## src/rtl/scope_capture.sv

```systemverilog
// scope_capture: triggered sample-capture buffer for the scope path.
//
// The arm pulse starts a capture. Samples then flow into a circular buffer
// and roll over silently. A trigger is qualified only once the pre-trigger
// window is full. After a qualified trigger, exactly npost_l samples are
// captured, the trigger sample included. The record is then frozen and
// read out oldest first.
//
// Ports:
//   clk        in   rising-edge sample/system clock
//   reset_n    in   asynchronous active-low reset
//   arm        in   one-cycle pulse: abort any capture, start a new one
//   npost      in   post-trigger sample count, sampled on arm
//   trigger    in   trigger qualifier, only meaningful with din_latch
//   din        in   sample data
//   din_latch  in   din valid this cycle
//   dout       out  oldest unread sample (combinational from memory)
//   dout_pop   in   consume dout
//   dout_ready out  record complete and buffer not empty
//   dout_count out  samples held, 0..DEPTH
//   busy       out  capture in progress (PRE or POST)
//   done       out  record complete (DONE)
//
// Readout handshake: a sample transfers on a rising edge where dout_pop and
// dout_ready are both high. dout_pop while dout_ready is low has no effect.
module scope_capture #(
  parameter int N     = 8,
  parameter int NSAMP = 4
) (
  input  logic             clk,
  input  logic             reset_n,
  input  logic             arm,
  input  logic [NSAMP:0]   npost,
  input  logic             trigger,
  input  logic [N-1:0]     din,
  input  logic             din_latch,
  output logic [N-1:0]     dout,
  input  logic             dout_pop,
  output logic             dout_ready,
  output logic [NSAMP:0]   dout_count,
  output logic             busy,
  output logic             done
);

  localparam int DEPTH = 1 << NSAMP;
  localparam logic [NSAMP:0] DEPTH_C = (NSAMP+1)'(DEPTH);
  localparam logic [NSAMP:0] ONE_C   = (NSAMP+1)'(1);

  typedef enum logic [1:0] {
    ST_IDLE = 2'd0,
    ST_PRE  = 2'd1,
    ST_POST = 2'd2,
    ST_DONE = 2'd3
  } state_t;

  state_t         state_q, state_d;
  logic [NSAMP:0] wptr_q, wptr_d;
  logic [NSAMP:0] rptr_q, rptr_d;
  logic [NSAMP:0] remaining_q, remaining_d;
  logic [NSAMP:0] npost_l_q, npost_l_d;

  logic [N-1:0]   mem [DEPTH];

  logic [NSAMP:0] count;
  logic           empty;
  logic           full;
  logic [NSAMP:0] npost_clamped;
  logic [NSAMP:0] trig_thresh;
  logic           mem_we;

  // The pointers carry an extra wrap bit. Their modular difference is
  // therefore the occupancy, and it can express the full DEPTH.
  assign count       = wptr_q - rptr_q;
  assign empty       = (count == '0);
  assign full        = (count == DEPTH_C);
  // The pre-trigger window is full once count reaches DEPTH - npost_l.
  assign trig_thresh = DEPTH_C - npost_l_q;

  always_comb begin
    npost_clamped = npost;
    if (npost == '0) begin
      npost_clamped = ONE_C;
    end else if (npost > DEPTH_C) begin
      npost_clamped = DEPTH_C;
    end
  end

  always_comb begin
    state_d     = state_q;
    wptr_d      = wptr_q;
    rptr_d      = rptr_q;
    remaining_d = remaining_q;
    npost_l_d   = npost_l_q;
    mem_we      = 1'b0;

    if (arm) begin
      // arm overrides any sample, trigger or pop in the same cycle
      state_d     = ST_PRE;
      wptr_d      = '0;
      rptr_d      = '0;
      remaining_d = '0;
      npost_l_d   = npost_clamped;
    end else begin
      case (state_q)
        ST_PRE: begin
          if (din_latch) begin
            mem_we = 1'b1;
            wptr_d = wptr_q + ONE_C;
            if (full) begin
              rptr_d = rptr_q + ONE_C;
            end
            // count is taken before this write; the trigger sample is
            // itself the first post-trigger sample
            if (trigger && (count >= trig_thresh)) begin
              remaining_d = npost_l_q - ONE_C;
              state_d     = (npost_l_q == ONE_C) ? ST_DONE : ST_POST;
            end
          end
        end
        ST_POST: begin
          if (din_latch) begin
            mem_we      = 1'b1;
            wptr_d      = wptr_q + ONE_C;
            if (full) begin
              rptr_d = rptr_q + ONE_C;
            end
            remaining_d = remaining_q - ONE_C;
            if (remaining_q == ONE_C) begin
              state_d = ST_DONE;
            end
          end
        end
        ST_DONE: begin
          if (dout_pop && !empty) begin
            rptr_d = rptr_q + ONE_C;
          end
        end
        default: begin
          // IDLE: everything except arm is ignored
        end
      endcase
    end
  end

  always_ff @(posedge clk or negedge reset_n) begin
    if (!reset_n) begin
      state_q     <= ST_IDLE;
      wptr_q      <= '0;
      rptr_q      <= '0;
      remaining_q <= '0;
      npost_l_q   <= ONE_C;
    end else begin
      state_q     <= state_d;
      wptr_q      <= wptr_d;
      rptr_q      <= rptr_d;
      remaining_q <= remaining_d;
      npost_l_q   <= npost_l_d;
    end
  end

  // The sample memory is deliberately left unreset.
  always_ff @(posedge clk) begin
    if (mem_we) begin
      mem[wptr_q[NSAMP-1:0]] <= din;
    end
  end

  assign dout       = mem[rptr_q[NSAMP-1:0]];
  assign dout_count = count;
  assign busy       = (state_q == ST_PRE) || (state_q == ST_POST);
  assign done       = (state_q == ST_DONE);
  assign dout_ready = done && !empty;

endmodule
```

## config.mk

```make
export PLATFORM = sky130hd
export DESIGN_NAME = scope_capture
export DESIGN_NICKNAME = d
export VERILOG_FILES = /design/src/rtl/scope_capture.sv
export SDC_FILE = /design/constraint.sdc
export NUM_CORES = 1
export LEC_CHECK = 0
export ABC_AREA = 0
export BUFFER_PORTS_ARGS = -buffer_cell sky130_fd_sc_hd__clkbuf_2
export CORE_AREA = 2 2 132 134
export CTS_BUF_LIST = sky130_fd_sc_hd__clkbuf_16
export DETAILED_ROUTE_END_ITERATION = 16
export DIE_AREA = 0 0 134 136
export PLACE_DENSITY = 0.62
export SYNTH_ARGS = -nofsm -noshare
export SYNTH_HDL_FRONTEND = slang
export SYNTH_SLANG_ARGS = --single-unit
```

## constraint.sdc

```tcl
create_clock -name clk -period 8 [get_ports clk]
set_clock_uncertainty 0.1 [all_clocks]
set_input_delay 0.4 -clock clk [delete_from_list [all_inputs] [get_ports clk]]
set_output_delay 0.4 -clock clk [all_outputs]
set_load 0.02 [all_outputs]
```

==> metrics, run 1 <==
FF+latch count, synth=150; Max Buffers Root-to-Sink=2; PD cells=247 nW/um^2; R2R depth=14; RSZ-0062 raised after global routing=no; P_leak=2.61 nW; DP HPWL=8170 um; reg2reg end=remaining_q[2]; hold_sp=npost[4]; die area=18,200 um^2; total gr overflow=0; CP startpoint kind=flop; FF/Latch Area=4400 um^2; core footprint=16,900 um^2; initial DRC count=242; TritonCTS buffer count=17; Final nets=474; Fillers=1,440; Crit path required time=7500 ps; Avg Cell Area, Syn=16.9 um^2; critical path endpoint category=output port; Synth Cell Area=6650 um^2; # rows=48; syn_nets=434; antenna violations before repair=0; CP Class=flop to output port; CTS tree=done; status=finished clean; Tightest Hold Check Type=primary input to flop; Post-synth EDFFs=128; Clock transition at path regs=60 ps; fmax=267 MHz; Synth Area in Compound Gates=4.03%; Setup TNS=0 ps; Worst-Margin Slew=1080 ps; DRT Wirelength=13,000 um; CP cell instances=buf_4, ha_1, inv_1, fa_1, a21o_1, a21oi_2, xor2_2, inv_2, o21a_1, clkbuf_2; DRC errors left=0; number of antenna-violating nets in the routed design=0; top cell type's share of synthesized area=57.8%; Initial Util=39.4%; Hold Crit Depth=2; Worst Path Buf+Inv=4; number of cells produced by synthesis=394; sequential share of the synthesized area=66.1%; Placer Congestion=0.765; Tcrit/Tclk final=46.8%; largest family of logic cells by synthesized area=multiplexers; Synthesis Warnings=0; vias per cell=5.20; Hold Violations, Final=0; beginning of the worst register-to-register path=rptr_q[1]; height of the die=136 um; Synth Flop Type=edfxtp_1; Synth area leader=edfxtp_1; drt pass-1 iters=4; CP arrival=3240 ps; peak supply drop=0.157 mV; Pwr Total=0.00188 W; post-synthesis async set-or-reset flop share=14.7%; Port Buf Inserts=34; Multi-input gate area=2110 um^2; worst skew pair latency=410 ps; IO Pins=35; Layout area overhead=14.5%; max cap viols=0; mux contribution to synthesized area=15.3%; share of cells above drive strength 1=27.8%; Post-Synth XOR/XNOR Area=1.30%; CP peak stage delay=550 ps; synth top area cells=edfxtp_1 58%, mux4_2 14%, dfrtp_1 7.9%; GRT Overall Usage=15.2%; WL/cell=19.4 um; largest net degree at the start of global routing=38; Max Slew Vio Count=0; H-tree Lvls=4; global-route wire length before repair=20,200 um; number of library cell types mapped by synthesis=53; R2R Setup Slk=4310 ps; design area=7610 um^2; simple-gate portion of the synthesized area=6.70%; min Tclk post-route=3740 ps; ant diodes=0; worst-path fanout max=37; post-CTS sizing=0; max_slew headroom=27.6%; Die X=134 um; root buffer cell=clkbuf_16; Setup-failing EPs final=0; CP top delay family=buffers and inverters; crit path max-delay cell type=buf_4; Post-DP Area=7060 um^2; WHS Endpoint=npost_l_q[3]; most frequent cells in the layout=128 x edfxtp_1, 40 x mux4_2, 34 x clkbuf_2, 26 x nor2_1, 25 x inv_1; commonest non-fill, non-tap cell in the layout=edfxtp_1; adder-cell share of the synthesized area=4.07%; CTS sink cnt=150; Vias=3,486; vias in the first global route=3,534
## worst reg2reg max path, stage by stage (launching register included)
cell       delay, ps
dfrtp_1          320
buf_4            430
inv_1            160
ha_1             290
nor2b_1          130
o21ai_1          170
nor3b_1          320
nor2_1           110
ha_1             260
a2111oi_2        340
or3_4            220
a211oi_2          80
o21ai_4          290
mux2i_1          250
a21oi_1           90
## synthesized netlist by cell type, types with 3 or more instances
master    instances
a21oi_1          11
buf_2             4
clkbuf_1          8
dfrtp_1          21
edfxtp_1        128
ha_1             20
inv_1            22
mux2i_1           7
mux4_2           40
nand2_1          15
nand2b_1          5
nand3b_1          3
nand4_1           4
nor2_1           26
nor2b_1           5
nor3_1           10
o21ai_0          10
or3_1             5
xnor2_1           3
xor2_1            5
## per-layer routing
| layer | global-route usage [%] | vias up | routed length [um] |
|---|---|---|---|
| met4 | 5.14 | 0 | 163 |
| met5 | 0 | - | 0 |
| li1 | - | 1614 | - |
| met3 | 3.28 | 14 | 611 |
| met1 | 20.1 | 1778 | 5710 |
| met2 | 25.1 | 80 | 6500 |
## kinds of logic (layout without fill, tap and decap cells)
group,count (synthesis),in the layout
compound gates,39,39
xor+xnor,9,9
fa+ha+maj,21,21
buf+inv,40,92
flops,150,150
mux,50,50
simple gates,85,85
## where the power goes
group / switching, W / internal [W]
sequential: 0.0000121 / 0.000869
clock: 0.000300 / 0.000423
combinational: 0.000160 / 0.000117
total: 0.000472 / 0.00141
## worst max path at each step
stage / from / end / slack (ps) / depth (start not counted)
detailed placement: rptr_q[1] / remaining_q[2] / 4290 / 14
global route: rptr_q[0] / dout_ready / 3990 / 10
CTS: rptr_q[0] / dout_ready / 4180 / 10
floorplan: rptr_q[1] / remaining_q[3] / 4340 / 15
global placement: rptr_q[1] / remaining_q[3] / 4440 / 14
finish: rptr_q[0] / dout_ready / 4260 / 10
## sequential cells by signal (all words and copies together) (netlist names)
signal       count
remaining_q      5
rptr_q           5
mem            128
wptr_q           5
npost_l_q        5
state_q          2
## area by class of cell
class,instances,share of cell area (%)
Sequential cell,150,57.8
Multi-Input combinational cell,204,27.7
Clock buffer,17,5.59
Tap cell,225,3.70
Timing Repair Buffer,37,2.56
Clock inverter,14,1.46
Inverter,24,1.18
## what timing repair did
item,in CTS,in global routing
buffers inserted,0,0
endpoints found under the hold margin,21,0
hold buffers,1,0
## through the flow
step	util (%)	std cells	hold WS [ps]	setup WS (ps)
after detailed placement	41.9	639	340	4290
after floorplan	-	394	4.41	4340
after CTS	45.1	671	86.3	4180
final	45.1	671	102	4260
after global routing	45.1	671	120	3990
after global placement	41.9	639	329	4440
Note: power is estimated with default switching activity, not from simulation.
==> inputs of run 2 (changes only) <==
clock period = 3.45 ns   (was 8 ns; I/O delays follow)
==> metrics, run 2 (synthesis results as in run 1) <==
status=finished clean; DRC errors left=0; Post-CTS Setup Bufs=0; CP startpoint kind=flop; Initial Util=39.4%; PD cells=572 nW/um^2; most frequent cells in the layout=128 x edfxtp_1, 40 x mux4_2, 34 x clkbuf_2, 25 x nor2_1, 24 x buf_4; dpl ws=306 ps; root buffer cell=clkbuf_16; Clock transition at path regs=70 ps; DRT Wirelength=13,600 um; min Tclk post-route=3180 ps; Hold Violations, Final=0; Setup TNS=0 ps; Tightest Hold Check Type=primary input to flop; commonest non-fill, non-tap cell in the layout=edfxtp_1; fmax=314 MHz; antenna violations before repair=0; CTS sink cnt=150; H-tree Lvls=4; Max Buffers Root-to-Sink=2; largest net degree at the start of global routing=37; TritonCTS buffer count=17; CP Class=flop to flop; max reg flops=128; Port Buf Inserts=34; global-route wire length before repair=21,300 um; worst skew pair latency=420 ps; CTS tree=done; Worst-Margin Slew=707 ps; worst-path fanout max=7; Final nets=501; core footprint=16,900 um^2; setup ws final=270 ps; hold_ws=19.4 ps; RSZ-0062 raised after global routing=no; Tcrit/Tclk final=92.2%; vias in the first global route=3,766; height of the die=136 um; number of antenna-violating nets in the routed design=0; IO Pins=35; Vias=3,694; WL/cell=19.4 um; critical path endpoint category=flop; Hold Crit Depth=4; post-CTS sizing=0; CP arrival=3430 ps; Crit path required time=3700 ps; DP HPWL=8940 um; Max Slew Vio Count=0; die area=18,200 um^2; ant diodes=0; R2R depth=12; fin cells=699; drt pass-1 iters=5; max cap viols=0; Layout area overhead=18.2%; share of cells above drive strength 1=31.2%; R2R Setup Slk=270 ps; vias per cell=5.28; Post-DP Area=7220 um^2; placed instance count=661; Setup-failing EPs final=0; Die X=134 um; # rows=48; peak supply drop=0.370 mV; design area=7850 um^2; max_slew headroom=52.8%; initial DRC count=251; Placer Congestion=0.800; P_leak=2.73 nW; GRT Overall Usage=16.1%; total gr overflow=0
[run 2: changes by cell type in the layout (fill, tap and decap cells not counted), moves of 2 or more]
cell           change
buf_4             +22
clkinvlp_4         +3
nor3_2             -4
dlygate4sd3_1      +5
nor3_1             +4
inv_1              -2
[run 2: worst max-delay path: stages (launching register included)]
cell       delay (ps)
dfrtp_1           430
inv_1             130
ha_1              180
inv_1              50
fa_1              390
xor2_1            300
ha_1              250
a2111oi_2          50
or3_4             410
a211oi_2          320
o21ai_4           150
nand3b_1          180
a31oi_1           160
[run 2: per-stage QoR]
step                      total power (W)  util [%]
final                             0.00449      46.5
after global routing              0.00468      46.5
after CTS                         0.00454      46.5
after detailed placement          0.00274      42.8
after global placement            0.00273      42.8
after floorplan                   0.00255         -
[run 2: area by class of cell]
cell class | instances | area, um^2
Inverter | 24 | 90.1
Multi-Input combinational cell | 204 | 2100
Tap cell | 225 | 282
Clock inverter | 15 | 153
Sequential cell | 150 | 4400
Fill cell | 1453 | 9020
Timing Repair Buffer | 64 | 410
Clock buffer | 17 | 425
[run 2: path summary, 6_finish.rpt]
check	from	endpoint
min reg2reg	npost_l_q[0]	npost_l_q[0]
min in group asynchronous	reset_n	rptr_q[1]
max reg2reg	wptr_q[0]	remaining_q[3]
max	wptr_q[0]	remaining_q[3]
min	npost[3]	npost_l_q[0]
max in group asynchronous	reset_n	rptr_q[0]
[run 2: layer usage]
| layer | vias to the layer above | track usage [%] | wire [um] |
|---|---|---|---|
| li1 | 1669 | - | - |
| met1 | 1919 | 20.2 | 5990 |
| met2 | 82 | 27.1 | 6820 |
| met3 | 24 | 3.50 | 435 |
| met4 | 0 | 6.91 | 323 |
| met5 | - | 0 | 0 |
[run 2: what timing repair did]
| item | CTS | global route |
|---|---|---|
| hold buffers | 6 | 0 |
| hold endpoints to repair | 26 | 0 |
| setup endpoints to repair | 0 | 0 |
[run 2: where the power goes]
part | switching [W] | internal (W) | total [W] | leakage (nW)
Clock | 0.000727 | 0.00106 | 0.00179 | 0.277
Sequential | 0.0000293 | 0.00201 | 0.00204 | 1.44
Combinational | 0.000371 | 0.000288 | 0.000658 | 1.01
==> inputs of run 3 (changes only) <==
CORE_AREA = 2 2 170 105   (was 2 2 132 134)
DIE_AREA = 0 0 172 107   (was 0 0 134 136)
GPL_TIMING_DRIVEN = 0   (was unset)
==> metrics, run 3 (synthesis results as in run 1) <==
Max Buffers Root-to-Sink=2; Die X=172 um; RSZ-0062 raised after global routing=no; placed instance count=661; peak supply drop=0.414 mV; Layout area overhead=18.3%; CP cell instances=buf_6, inv_1, ha_1, nor2b_1, o21ai_2, nor3b_4, nor2_2, ha_1, a2111oi_4, or3_4, o32ai_2, o21ai_4, mux2i_1, a21oi_1; largest net degree at the start of global routing=23; final core utilization=46.7%; global-route wire length before repair=22,900 um; vias in the first global route=3,832; worst-path fanout max=10; H-tree Lvls=4; Final nets=494; CP startpoint kind=flop; total gr overflow=0; CTS tree=done; fin cells=701; crit path max-delay cell type=dfrtp_2; commonest non-fill, non-tap cell in the layout=edfxtp_1; fmax=307 MHz; status=finished clean; max_slew headroom=24.2%; CP arrival=3430 ps; number of antenna-violating nets in the routed design=0; Worst Path Buf+Inv=2; WL/cell=20.9 um; Clock transition at path regs=60 ps; P_leak=2.70 nW; max cap viols=0; PD cells=589 nW/um^2; Initial Util=39.4%; Vias=3,687; IO Pins=35; height of the die=107 um; die area=18,400 um^2; most frequent cells in the layout=128 x edfxtp_1, 40 x mux4_2, 34 x clkbuf_2, 25 x nor2_1, 22 x inv_1; Placer Congestion=0.875; Tcrit/Tclk final=94.4%; root buffer cell=clkbuf_16; CP peak stage delay=400 ps; CP Class=flop to flop; Port Buf Inserts=33; critical path endpoint category=flop; ant diodes=0; Hold Violations, Final=0; TritonCTS buffer count=17; CTS sink cnt=150; drt pass-1 iters=6; min Tclk post-route=3260 ps; DRC errors left=0; Tightest Hold Check Type=primary input to flop; Worst-Margin Slew=1130 ps; share of cells above drive strength 1=30.0%; worst skew pair latency=420 ps; initial DRC count=305; Crit path required time=3630 ps; Max Slew Vio Count=0; GRT Overall Usage=17.6%; most used cell, CP=ha_1; max reg flops=128; core footprint=16,900 um^2; DP HPWL=9790 um; DRT Wirelength=14,600 um; vias per cell=5.26; CP top delay family=compound AO/OA/AOI/OAI gates; # rows=37; Setup-failing EPs final=0; antenna violations before repair=0; Pwr Total=0.00463 W
## run 3: changes by cell type in the layout (fill, tap and decap cells not counted), sizes merged
cell,previous run,this run
inv,28,32
buf,24,8
dlygate4sd3,6,7
clkinv,5,2
clkinvlp,4,3
clkbuf,51,59
## run 3: final cells by class
type	instances	area (um^2)
Buffer	15	77.6
Tap cell	234	293
Clock buffer	17	425
Fill cell	1449	8990
Timing Repair Buffer	42	250
Multi-Input combinational cell	204	2140
Inverter	24	90.1
Clock inverter	15	185
Sequential cell	150	4400
## run 3: path summary, 6_finish.rpt
path	cells after the start	slack, ps	end	startpoint
min in group asynchronous	2	190	npost_l_q[4]	reset_n
max in group asynchronous	2	2620	rptr_q[1]	reset_n
worst max register to register	14	190	remaining_q[2]	rptr_q[1]
worst min register to register	2	460	remaining_q[1]	remaining_q[1]
worst min-delay path	5	90	state_q[1]	din_latch
worst max-delay path	14	190	remaining_q[2]	rptr_q[1]
## run 3: power breakdown
group	switching (W)	internal, W
Sequential	0.0000319	0.00201
Combinational	0.000394	0.000294
Clock	0.000797	0.00110
Total	0.00122	0.00341
## run 3: stage by stage
stage	setup TNS (ps)	setup WS (ps)	cell area, um^2	hold slack [ps]
after floorplan	0	49.1	6650	-223
after CTS	0	57.8	7820	58.6
after global routing	0	18.3	7860	111
after global placement	-2590	-475	7110	96.8
final	0	192	7860	85.7
after detailed placement	-3000	-535	7130	106
## run 3: metal layers
metal / up-vias / track usage [%] / wire (um)
met1: 1898 / 26.4 / 7060
met4: 0 / 5.46 / 119
li1: 1662 / - / -
met5: - / 0 / 0
met2: 117 / 24.8 / 6390
met3: 10 / 5.02 / 1080
## run 3: repair_timing
action                     in CTS  in global routing
hold endpoints to repair       26                  0
hold buffers                    7                  0
setup buffers                   1                  1
setup endpoints to repair      10                  5
resized for setup               3                  6
pin swaps                       0                  1
## run 3: worst min-delay path, delay by kind of cell
family | cells | cell delay, ps
buf+inv | 1 | 130
compound gates | 1 | 60
simple gates | 3 | 190
